--- config.mk ---
export PLATFORM = sky130hd
export DESIGN_NAME = sipo_rx_ctrl
export DESIGN_NICKNAME = d
export VERILOG_FILES = /design/src/rtl/sipo_rx_ctrl.sv
export SDC_FILE = /design/constraint.sdc
export NUM_CORES = 1
export LEC_CHECK = 0
export ABC_AREA = 1
export BUFFER_PORTS_ARGS = -buffer_cell sky130_fd_sc_hd__buf_2
export CORE_UTILIZATION = 51
export DETAILED_ROUTE_END_ITERATION = 10
export PLACE_DENSITY = 0.69
export SYNTH_ARGS = -nofsm -noshare
export SYNTH_HDL_FRONTEND = slang
export SYNTH_SLANG_ARGS = --single-unit
--- constraint.sdc ---
create_clock -name clk -period 2.05 [get_ports clk]
set_input_delay 0.205 -clock clk [delete_from_list [all_inputs] [get_ports clk]]
set_output_delay 0.205 -clock clk [all_outputs]
set_load 0.01 [all_outputs]
--- src/rtl/sipo_rx_ctrl.sv ---
// sipo_rx_ctrl: serial word receiver for the host-to-MAC command path.
// Syncs sclk/sdata/sel_n into clk, shifts LSB first, hands words out by valid/ready.
//
// Ports:
//   clk, reset       system clock, synchronous active-high reset
//   sclk_in          async serial bit clock, data sampled on its rise
//   sdata_in         async serial data, LSB first
//   sel_n_in         async frame select, active low
//   word_out         last completed word (stable while word_valid)
//   word_valid       word_out holds an unconsumed word
//   word_ready       downstream accepts word_out with word_valid
//   busy             high while a frame is being shifted
//   overrun          sticky: word completed while previous unconsumed
//   frame_err        sticky: frame ended with a partial word
//   err_clr          clears overrun and frame_err
//
// Parameters: WIDTH in 2..64, and 2**CNT_W must exceed WIDTH.

module sipo_rx_ctrl #(
  parameter int WIDTH = 16,
  parameter int CNT_W = 6
) (
  input  logic             clk,
  input  logic             reset,
  input  logic             sclk_in,
  input  logic             sdata_in,
  input  logic             sel_n_in,
  output logic [WIDTH-1:0] word_out,
  output logic             word_valid,
  input  logic             word_ready,
  output logic             busy,
  output logic             overrun,
  output logic             frame_err,
  input  logic             err_clr
);

  typedef enum logic {
    IDLE  = 1'b0,
    SHIFT = 1'b1
  } state_t;

  localparam logic [CNT_W-1:0] LAST_CNT = CNT_W'(WIDTH - 1);

  logic sclk_s1;
  logic sclk_s2;
  logic sclk_s3;
  logic sdata_s1;
  logic sdata_s2;
  logic sel_n_s1;
  logic sel_n_s2;

  state_t           state;
  logic [CNT_W-1:0] bit_cnt;
  logic [WIDTH-1:0] sr;

  logic             rise;
  logic [WIDTH-1:0] sr_next;
  logic             last_bit;
  logic             in_shift;
  logic             shift_en;
  logic             word_done;
  logic             accept;
  logic             ovr_evt;
  logic             fe_evt;

  // Sync chains reset to the levels an idle host drives.
  always_ff @(posedge clk) begin
    if (reset) begin
      sclk_s1  <= 1'b0;
      sclk_s2  <= 1'b0;
      sclk_s3  <= 1'b0;
      sdata_s1 <= 1'b0;
      sdata_s2 <= 1'b0;
      sel_n_s1 <= 1'b1;
      sel_n_s2 <= 1'b1;
    end else begin
      sclk_s1  <= sclk_in;
      sclk_s2  <= sclk_s1;
      sclk_s3  <= sclk_s2;
      sdata_s1 <= sdata_in;
      sdata_s2 <= sdata_s1;
      sel_n_s1 <= sel_n_in;
      sel_n_s2 <= sel_n_s1;
    end
  end

  assign rise     = sclk_s2 & ~sclk_s3;
  assign sr_next  = {sdata_s2, sr[WIDTH-1:1]};
  assign last_bit = (bit_cnt == LAST_CNT);
  assign in_shift = (state == SHIFT);

  // A frame-select exit beats a rise in the same cycle.
  assign shift_en  = in_shift & ~sel_n_s2 & rise;
  assign word_done = shift_en & last_bit;

  assign accept  = ~word_valid | word_ready;
  assign ovr_evt = word_done & ~accept;
  assign fe_evt  = in_shift & sel_n_s2 & (bit_cnt != '0);

  always_ff @(posedge clk) begin
    if (reset) begin
      state   <= IDLE;
      bit_cnt <= '0;
      sr      <= '0;
      busy    <= 1'b0;
    end else begin
      unique case (state)
        IDLE: begin
          bit_cnt <= '0;
          if (!sel_n_s2) begin
            state <= SHIFT;
            sr    <= '0;
            busy  <= 1'b1;
          end
        end
        SHIFT: begin
          if (sel_n_s2) begin
            state   <= IDLE;
            bit_cnt <= '0;
            busy    <= 1'b0;
          end else if (rise) begin
            sr <= sr_next;
            if (last_bit) begin
              bit_cnt <= '0;
            end else begin
              bit_cnt <= bit_cnt + CNT_W'(1);
            end
          end
        end
        default: begin
          state   <= IDLE;
          bit_cnt <= '0;
          busy    <= 1'b0;
        end
      endcase
    end
  end

  // Output word register; a completion and a consume in the
  // same cycle replace the word and keep valid high.
  always_ff @(posedge clk) begin
    if (reset) begin
      word_out   <= '0;
      word_valid <= 1'b0;
    end else if (word_done) begin
      if (accept) begin
        word_out   <= sr_next;
        word_valid <= 1'b1;
      end
    end else if (word_valid && word_ready) begin
      word_valid <= 1'b0;
    end
  end

  // Sticky flags; a fresh event outranks err_clr.
  always_ff @(posedge clk) begin
    if (reset) begin
      overrun   <= 1'b0;
      frame_err <= 1'b0;
    end else begin
      overrun   <= (overrun & ~err_clr) | ovr_evt;
      frame_err <= (frame_err & ~err_clr) | fe_evt;
    end
  end

endmodule

==> results of run 1 <==
-- cells by family (layout without fill, tap and decap cells) --
kind of cell / count (synthesis) / count (layout) / share of synthesized area, %
AOI/OAI and AO/OA: 30 / 30 / 7.07
DFF: 49 / 49 / 45.1
buffers and inverters: 81 / 104 / 14.7
adders and majority gates: 5 / 5 / 2.88
and+or+nand+nor: 136 / 136 / 30.3
-- how the worst min path moves through the flow --
stage                    end  depth (start not counted)
global placement    sel_n_s1                          2
detailed placement  sel_n_s2                          1
finish              sel_n_s1                          2
global route        sel_n_s1                          2
floorplan           sel_n_s1                          1
CTS                 sel_n_s1                          2
-- power groups by stage --
stage               registers [W]  clock network, W  logic [W]
finish                   0.000963          0.000613  0.0000643
detailed placement       0.000986                 0  0.0000648
CTS                      0.000963          0.000632  0.0000648
floorplan                0.000985                 0  0.0000482
global placement         0.000986                 0  0.0000644
global route             0.000965          0.000672  0.0000732
-- cells in the mapped netlist (all sizes together) --
| cell type | count | area share [%] |
|---|---|---|
| nor2 | 30 | 6.4 |
| nand3 | 4 | 1.7 |
| nor3 | 3 | 0.92 |
| inv | 68 | 12 |
| nand2 | 64 | 11 |
| nand3b | 1 | 0.35 |
| ha | 5 | 2.9 |
| dfxtp | 49 | 45 |
| nand4 | 32 | 9.2 |
| buf | 7 | 1.9 |
| clkbuf | 6 | 1.0 |
| or2 | 2 | 0.57 |
| o21ai | 6 | 1.6 |
| a21oi | 24 | 5.5 |
-- per-layer routing --
metal  routed length (um)  share of wire (%)  GRT usage (%)
met1                 2130                 55           26.8
met2                 1530                 40           30.3
met3                  150                3.9           4.56
met4                   55                1.4           7.18
met5                    0                  0              0
-- critical path: cells and delay by family, from the launching register on --
kind,cells,cell delay [ns]
simple gates,4,0.81
flops,1,0.37
buf+inv,3,0.16
fa+ha+maj,1,0.16
-- cell type report --
type	instances	area [um2]	area share (%)
clock buffer	7	96.3	3.98
tap	50	62.6	2.58
sequential	49	981	40.5
multi-input combinational	171	876	36.2
inverter	68	255	10.5
clock inverter	1	5.00	0.207
timing repair buffer	28	145	5.99
-- flip-flops by register name, indices dropped and copies added (netlist names) --
register and cells:
sclk_s3 1, sdata_s2 1, sdata_s1 1, sclk_s1 1, sclk_s2 1, word_out 16, in_shift 1, word_valid 1
sr 15, sel_n_s2 1, bit_cnt 6, sel_n_s1 1, overrun 1, frame_err 1, busy 1
-- stage by stage --
step | cell area (um2) | total power (W) | setup WS (ns)
after floorplan | 2180 | 0.00103 | 0.502
after global placement | 2320 | 0.00105 | 0.532
after detailed placement | 2320 | 0.00105 | 0.480
after CTS | 2420 | 0.00166 | 0.458
after global routing | 2420 | 0.00171 | 0.245
final | 2420 | 0.00164 | 0.484
==> results by group, run 1 <==
Status
  • Status: finished clean

STA
  • Post-route setup TNS: 0 ns
  • Max-slew headroom: 61.4%
  • Fin. Hold Viols: 0
  • Maximum clock frequency: about 640 MHz
  • Tmin final: 1.57 ns
  • Worst slew pin tran: 0.578 ns
  • RSZ-0062 raised after global routing: false
  • Final setup viols: 0
  • Worst clock skew: 0.00453 ns
  • Final slew viol count: 0
  • Tcrit/Tclk final: approximately three quarters
  • WHS: ~0.084 ns

Drt
  • Routed via count: roughly 1800
  • DR pass1 iterations: 4
  • Vias per std cell: 4.68
  • Avg WL per Cell: 10.3 um
  • WL final: 3860 um
  • Initial drt markers: 93
  • DR DRC count: 0
  • Antenna Nets Post-Route: 0

Die
  • Rows: 23
  • Core footprint: 0.00406 mm2
  • Starting Density: 53.6%
  • I/O pin cnt: 27
  • Die area: 0.00453 mm2
  • Die W: 67.3 um
  • Chip height: 67.3 um

Worst hold path
  • HP Class: primary input to flop
  • Hold_sp: sel_n_in

Worst setup path
  • CP most frequent cell: inv_1
  • Critical Path Max Stage Delay: 0.37 ns
  • Crit path launch type: flop
  • R2r setup slk: 0.48 ns
  • Reg-to-reg endpoint: word_out[4]
  • Crit Reg-Reg Startpoint: sel_n_s2
  • Reg2reg path depth: 8
  • Worst-path fanout max: 18
  • Crit path max-delay cell type: dfxtp_1
  • Required time of the critical path: 2.29 ns
  • Class of the most critical setup path: flop to flop
  • Critical path capture point type: flop
  • Worst setup path start: sel_n_s2
  • Worst Setup EP: word_out[4]
  • Critical path, cell by cell: inv_1 -> ha_1 -> inv_2 -> nor2_4 -> nand3_4 -> nand2_1 -> inv_1 -> nor2_1
  • Arrival @ worst endpoint: 1.81 ns

Clocking
  • CTS max path bufs: 2
  • H-tree depth: 2
  • Postcts setup bufs: 0
  • CTS resizes: 0
  • Clock Tree Root: clkbuf_8
  • CTS tree: done
  • Sink Count: 49
  • CTS buffer count: 5
  • Clk Latency, worst-skew pair: 0.30 ns
  • Clk slew on worst S/H paths: roughly 0.080 ns
  • CTS Hold Buffers Added: 0

Power and ir drop
  • P_leak: 1.04 nW
  • Peak supply drop: 0.542 mV
  • Reg power frac: around 59%
  • Switching part of the total power: 21.8%
  • Sw power: 0.000357 W
  • Combinational group share of total power: roughly 3.9%
  • Internal power: between 0.001 and 0.0015 W
  • Clk network pwr share: a little under two fifths
  • Power per cell area: between 600 and 700 mW/mm2

Global route
  • Largest net degree at the start of global routing: 29
  • Vias in the first global route: 1522
  • Initial antenna violation count: 0
  • Grt ovf: 0
  • Tot GR Track Use: 19.7%
  • First-pass GRT wire length: 6690 um

Placement
  • Hpwl dp: 2730 um
  • Gpl congestion: 0.763
  • Inst Count DP: between 300 and 400
  • IO Port Bufs: 26

Final layout
  • Most common cell after layout, fill and taps aside: inv_1
  • Layout cells sized above 1: 15.4%
  • Filler cell count: around 400
  • # diodes: 0
  • Non-filler cells in the finished layout: between 300 and 400
  • Final nets: 335
  • Area Overhead vs Synth: 11.3%
  • Post-layout util: 59.7%
  • Most frequent cells in the layout: inv_1, nand2_1, dfxtp_1

Logic synthesis
  • Mapped Area: 0.00218 mm2
  • Mean post-synth cell area: 7.23 um2
  • Seq cells post-synth: 49
  • Synthesized Nets: 313
  • Cell count after synthesis: ~300
  • Yosys warns: 0
  • Part of the Yosys area used for sequential elements: 45.1%
  • Distinct cells, synth: 27

Job
  • Max-Cap Viols: 0
(Power assumes the default switching activity.)
==> run 2: changes to the inputs <==
ABC_AREA = 0   (was 1)
CORE_UTILIZATION = 50   (was 51)
PLACE_DENSITY = 0.72   (was 0.69)
clock period = 1.43 ns   (was 2.05 ns; I/O delays follow)
==> run 2 against run 1 <==
Effect of this change: the flow now finishes with violations (negative setup slack); hold slack worse by 0.064 ns; core utilization up 13 points; register-to-register slack worse by 0.88 ns; combinational power up 110%; cell area up 3.5%; sequential cell count unchanged; synthesized cell count down 34%; non-clock buffer count up 24; largest cell class unchanged; largest power group unchanged.
==> results by group, run 2 <==
Worst setup path
  • Crit path launch type: flop
  • Worst setup path start: sel_n_s2
  • R2r setup slk: -0.40 ns
  • Class of the most critical setup path: flop to flop
  • Crit Reg-Reg Startpoint: sel_n_s2
  • Required time of the critical path: 1.61 ns
  • Reg-to-reg endpoint: word_out[4]
  • Worst Setup EP: word_out[4]
  • Reg2reg path depth: 7
  • Critical path capture point type: flop
  • Worst-path fanout max: 16
  • Arrival @ worst endpoint: 2.01 ns

Die
  • Die area: 0.00398 mm2
  • I/O pin cnt: 27
  • Rows: 21
  • Starting Density: 53.9%
  • Core footprint: 0.00347 mm2
  • Chip height: 63.1 um
  • Die W: 63.1 um

Drt
  • Vias per std cell: 5.30
  • DR DRC count: 0
  • Initial drt markers: 45
  • Avg WL per Cell: 13.7 um
  • WL final: 4030 um
  • Antenna Nets Post-Route: 0
  • Routed via count: roughly 1600
  • DR pass1 iterations: 4

Status
  • Failing checks: negative setup slack
  • Status: finished with violations

Clocking
  • CTS buffer count: 5
  • Sink Count: 49
  • CTS Hold Buffers Added: 0
  • Clk slew on worst S/H paths: 0.08 ns
  • CTS tree: done
  • Clock Tree Root: clkbuf_8
  • Clk Latency, worst-skew pair: about 0.31 ns
  • CTS max path bufs: 2
  • H-tree depth: 2

Final layout
  • Layout cells sized above 1: 34.1%
  • Most common cell after layout, fill and taps aside: dfxtp_1
  • Final Instance Area: 0.00251 mm2
  • Largest Register: word_out
  • Most frequent cells in the layout: dfxtp_1, buf_2, nor2_1
  • Final nets: 260
  • Largest regs: word_out x16, sr x15, bit_cnt x6
  • # diodes: 0
  • Post-layout util: 72.3%
  • Area Overhead vs Synth: 34.2%
  • Non-filler cells in the finished layout: 295
  • Max reg flops: 16

Logic synthesis
  • Largest family of logic cells by synthesized area: simple AND/OR/NAND/NOR gates
  • Mapped Area: around 0.0019 mm2
  • Synth area leaders: dfxtp_1, mux2i_1, a21oi_1
  • Mean post-synth cell area: between 9 and 10 um2
  • Post-Synth Adder-Cell Area: 3.35%
  • Yosys warns: 0
  • Post-synthesis mux area share: 8.57%
  • Post-synthesis simple-gate area fraction: between 20% and 30%
  • Cell accounting for the most synthesized area: dfxtp_1
  • Part of the Yosys area used for sequential elements: 52.5%
  • Seq cells post-synth: 49
  • Distinct cells, synth: 32
  • Compound-cell area share of the yosys netlist: 8.64%
  • Ys async rst share: 0%
  • Most frequent cell after synthesis: dfxtp_1
  • Synthesized Nets: 212
  • Ys flop type: dfxtp_1
  • Share of the synthesized area in the top cell type: 52.5%
  • Synth top cells by count: dfxtp_1, nor2_1, a21oi_1, nand2_1, nand3_1
  • Post-synth EDFFs: 0
  • Cell count after synthesis: 200
  • Synth Area in XOR/XNOR: 1.41%

Placement
  • Hpwl dp: 2480 um
  • Inst Count DP: 281
  • Dpl ws: -0.430 ns
  • Placed Area: 0.00219 mm2
  • Gpl congestion: 0.730
  • IO Port Bufs: 26

Job
  • Max-Cap Viols: 0

STA
  • Tcrit/Tclk final: 128%
  • Maximum clock frequency: 548 MHz
  • Worst slew pin tran: roughly 0.35 ns
  • Tmin final: 1.83 ns
  • Setup ws final: -0.396 ns
  • WHS: slightly above 0.02 ns
  • Worst clock skew: 0.00981 ns
  • Final setup viols: 33
  • RSZ-0062 raised after global routing: true
  • Final slew viol count: 0
  • Max-slew headroom: roughly 76%
  • Fin. Hold Viols: 0

Power and ir drop
  • P_leak: 1.11 nW
  • Power per cell area: 999 mW/mm2
  • Peak supply drop: 0.753 mV

Global route
  • Vias in the first global route: 1582
  • Tot GR Track Use: 22.4%
  • Initial antenna violation count: 0
  • Largest net degree at the start of global routing: 24
  • First-pass GRT wire length: 6890 um
  • Grt ovf: 0

Worst hold path
  • HP Class: primary input to flop
==> run 2: final cells by class <==
type	count	area, um2
Sequential cell	49	986
Tap cell	46	57.6
Inverter	4	15.0
Multi-Input combinational cell	136	917
Fill cell	250	962
Timing Repair Buffer	52	418
Clock inverter	3	43.8
Clock buffer	5	68.8
==> run 2: what timing repair did <==
item                                   CTS  global route
cloned                                   2             0
resized for setup                       16            14
setup endpoints to repair               33            35
buffers inserted                         4             0
pin swaps                               15             8
endpoints found under the hold margin    0             0
==> run 2: kinds of logic after synthesis <==
group | count (synthesis)
compound gates | 29
buf+inv | 15
simple gates | 83
flops | 49
xor+xnor | 3
mux | 16
fa+ha+maj | 5
==> run 2: critical path, stage by stage (launching register included) <==
cell	delay, ns
dfxtp_2	0.33
inv_2	0.07
ha_4	0.13
or3b_1	0.33
or4_4	0.43
buf_12	0.18
mux2i_1	0.18
nor2_1	0.06
==> run 2: layer usage <==
metal | global-route usage [%] | part of all wire (%) | vias to the layer above
li1 | - | - | 769
met1 | 24.9 | 44 | 744
met2 | 38.7 | 48 | 39
met4 | 13.4 | 2.8 | 0
met5 | 0 | 0 | -
met3 | 4.89 | 4.3 | 12
==> run 2: metrics by stage <==
stage	total power [W]	TNS [ns]
after floorplan	0.00147	-7.23
after global placement	0.00151	-7.90
after detailed placement	0.00152	-9.69
after CTS	0.00252	-9.08
after global routing	0.00259	-11.25
final	0.00250	-8.91
==> run 2: how the worst min path moves through the flow <==
stage	cells past startpoint	endpoint	startpoint	slack [ns]
global route	2	sel_n_s1	sel_n_in	0.02
global placement	2	sel_n_s1	sel_n_in	0.33
floorplan	1	sel_n_s1	sel_n_in	0.25
CTS	2	sel_n_s1	sel_n_in	0.01
detailed placement	2	sel_n_s1	sel_n_in	0.33
finish	2	sel_n_s1	sel_n_in	0.02
==> run 2: report_power, final <==
| group | switching, W | internal, W |
|---|---|---|
| clock network | 0.000462 | 0.000524 |
| logic | 0.0000717 | 0.0000667 |
| registers | 0.00000542 | 0.00137 |
| total | 0.000540 | 0.00196 |
==> run 3: changes to the inputs <==
CORE_UTILIZATION = 45   (was 50)
MAX_ROUTING_LAYER = met4   (was default)
PLACE_DENSITY = 0.66   (was 0.72)
SLEW_MARGIN = 20   (was default)
==> run 3 against run 2 <==
Effect of this change: the flow still finishes with violations (negative setup slack); routed wire length grew 5.0%; cell area rose by 7.5%; setup slack improved by 0.021 ns; critical endpoint is now word_out[3].
==> results by group, run 3 (same netlist as run 2, synthesis figures left out) <==
Worst hold path
  • HP Class: primary input to flop

Placement
  • Gpl congestion: around 0.82
  • Hpwl dp: 2370 um
  • Inst Count DP: 287
  • Dpl ws: -0.376 ns
  • Placed Area: 0.00221 mm2
  • IO Port Bufs: 26

Final layout
  • Non-filler cells in the finished layout: 306
  • Final Instance Area: 0.00269 mm2
  • Layout cells sized above 1: 41.4%
  • Max reg flops: 16
  • Largest Register: word_out
  • Most frequent cells in the layout: dfxtp_1, buf_2, nor2_1
  • # diodes: 0
  • Final nets: approximately 270
  • Post-layout util: 67.3%
  • Largest regs: word_out x16, sr x15, bit_cnt x6
  • Area Overhead vs Synth: 44.2%
  • Most common cell after layout, fill and taps aside: dfxtp_1

Worst setup path
  • Class of the most critical setup path: flop to flop
  • Arrival @ worst endpoint: about 2 ns
  • Crit path max-delay cell type: or4_4
  • Critical Path Max Stage Delay: ~0.45 ns
  • Bufs and invs on worst path: 2
  • Top cell family by delay on the critical path: simple AND/OR/NAND/NOR gates
  • Crit path launch type: flop
  • Critical path, cell by cell: inv_2 -> ha_4 -> or3b_1 -> or4_4 -> buf_8 -> mux2i_1 -> nor2_1
  • Worst-path fanout max: 7
  • Required time of the critical path: 1.62 ns
  • Critical path capture point type: flop

Job
  • Max-Cap Viols: 0

Power and ir drop
  • Power per cell area: around 870 mW/mm2
  • Peak supply drop: 0.693 mV
  • P_leak: 1.13 nW

Clocking
  • Clk slew on worst S/H paths: 0.08 ns
  • Clk Latency, worst-skew pair: about 0.30 ns
  • Sink Count: 49
  • CTS tree: done
  • H-tree depth: 2
  • Clock Tree Root: clkbuf_8
  • CTS buffer count: 5
  • CTS max path bufs: 2

Die
  • Core footprint: roughly 0.004 mm2
  • Rows: 23
  • Chip height: around 66 um
  • I/O pin cnt: 27
  • Starting Density: 46.7%
  • Die W: between 60 and 70 um
  • Die area: 0.00441 mm2

Status
  • Failing checks: negative setup slack
  • Status: finished with violations

Drt
  • Routed via count: 1563
  • DR DRC count: 0
  • Initial drt markers: between 70 and 80
  • Avg WL per Cell: ~14 um
  • DR pass1 iterations: 4
  • WL final: 4240 um
  • Vias per std cell: 5.11
  • Antenna Nets Post-Route: 0

STA
  • Maximum clock frequency: 554 MHz
  • Tmin final: 1.80 ns
  • RSZ-0062 raised after global routing: true
  • Worst clock skew: 0.0117 ns
  • Max-slew headroom: 77.7%
  • Fin. Hold Viols: 0
  • Setup ws final: -0.375 ns
  • Tcrit/Tclk final: 126%
  • Post-route setup TNS: -10.35 ns
  • Final setup viols: 34
  • Worst slew pin tran: 0.335 ns
  • Final slew viol count: 0

Global route
  • Tot GR Track Use: 19.1%
  • First-pass GRT wire length: ~6200 um
  • Grt ovf: 0
  • Vias in the first global route: ~1400
  • Largest net degree at the start of global routing: 18
  • Initial antenna violation count: 0
-- run 3: cell count changes in the layout (fill, tap and decap cells not counted), moves of 3 or more --
cell / change
buf_6: +5
nand3_4: +6
a21oi_2: +5
nand3_1: -9
nand3_2: +3
a21oi_1: -5
-- run 3: timing repair --
item | CTS | global route
cloned | 2 | 1
hold buffers | 0 | 0
pin swaps | 12 | 25
setup endpoints to repair | 33 | 35
buffers inserted | 4 | 5
gates resized for setup | 13 | 45
-- run 3: per-stage QoR --
stage / total power, W / hold slack [ns]
6_report: 0.00234 / 0.0274
3_5_place_dp: 0.00152 / 0.336
4_1_cts: 0.00232 / 0.0276
3_3_place_gp: 0.00152 / 0.333
5_1_grt: 0.00242 / 0.0244
2_1_floorplan: 0.00147 / 0.247
-- run 3: worst paths after layout --
kind	cells after the start	slack, ns	end	start
hold reg to reg	1	0.43	sel_n_s2	sel_n_s1
setup reg to reg	7	-0.37	word_out[3]	sel_n_s2
setup / recovery	7	-0.37	word_out[3]	sel_n_s2
hold / removal	2	0.03	sel_n_s1	sel_n_in
-- run 3: layout make-up --
| class | instances | area, um2 |
|---|---|---|
| Multi-Input combinational cell | 136 | 1050 |
| Clock buffer | 6 | 72.6 |
| Sequential cell | 49 | 986 |
| Clock inverter | 2 | 13.8 |
| Tap cell | 50 | 62.6 |
| Inverter | 4 | 15.0 |
| Timing Repair Buffer | 59 | 489 |
| Fill cell | 313 | 1310 |
-- run 3: per-layer routing --
layer / routed length (um) / global-route usage (%) / vias up
li1: - / - / 786
met1: 2000 / 23.5 / 737
met2: 2060 / 30.9 / 32
met3: 132 / 5.69 / 8
met4: 51 / 3.99 / 0
met5: 0 / - / -
-- run 3: worst register-to-register path: cells and delay by family, from the launching register on --
kind / cells / cell delay, ns
simple gates: 3 / 0.85
fa+ha+maj: 1 / 0.13
flops: 1 / 0.34
mux: 1 / 0.16
buf+inv: 2 / 0.22
-- run 3: power breakdown --
part	switching [W]	total (W)	internal, W
Combinational	0.0000871	0.000165	0.0000778
Clock	0.000450	0.000799	0.000349
Sequential	0.00000624	0.00138	0.00137
Total	0.000543	0.00234	0.00180
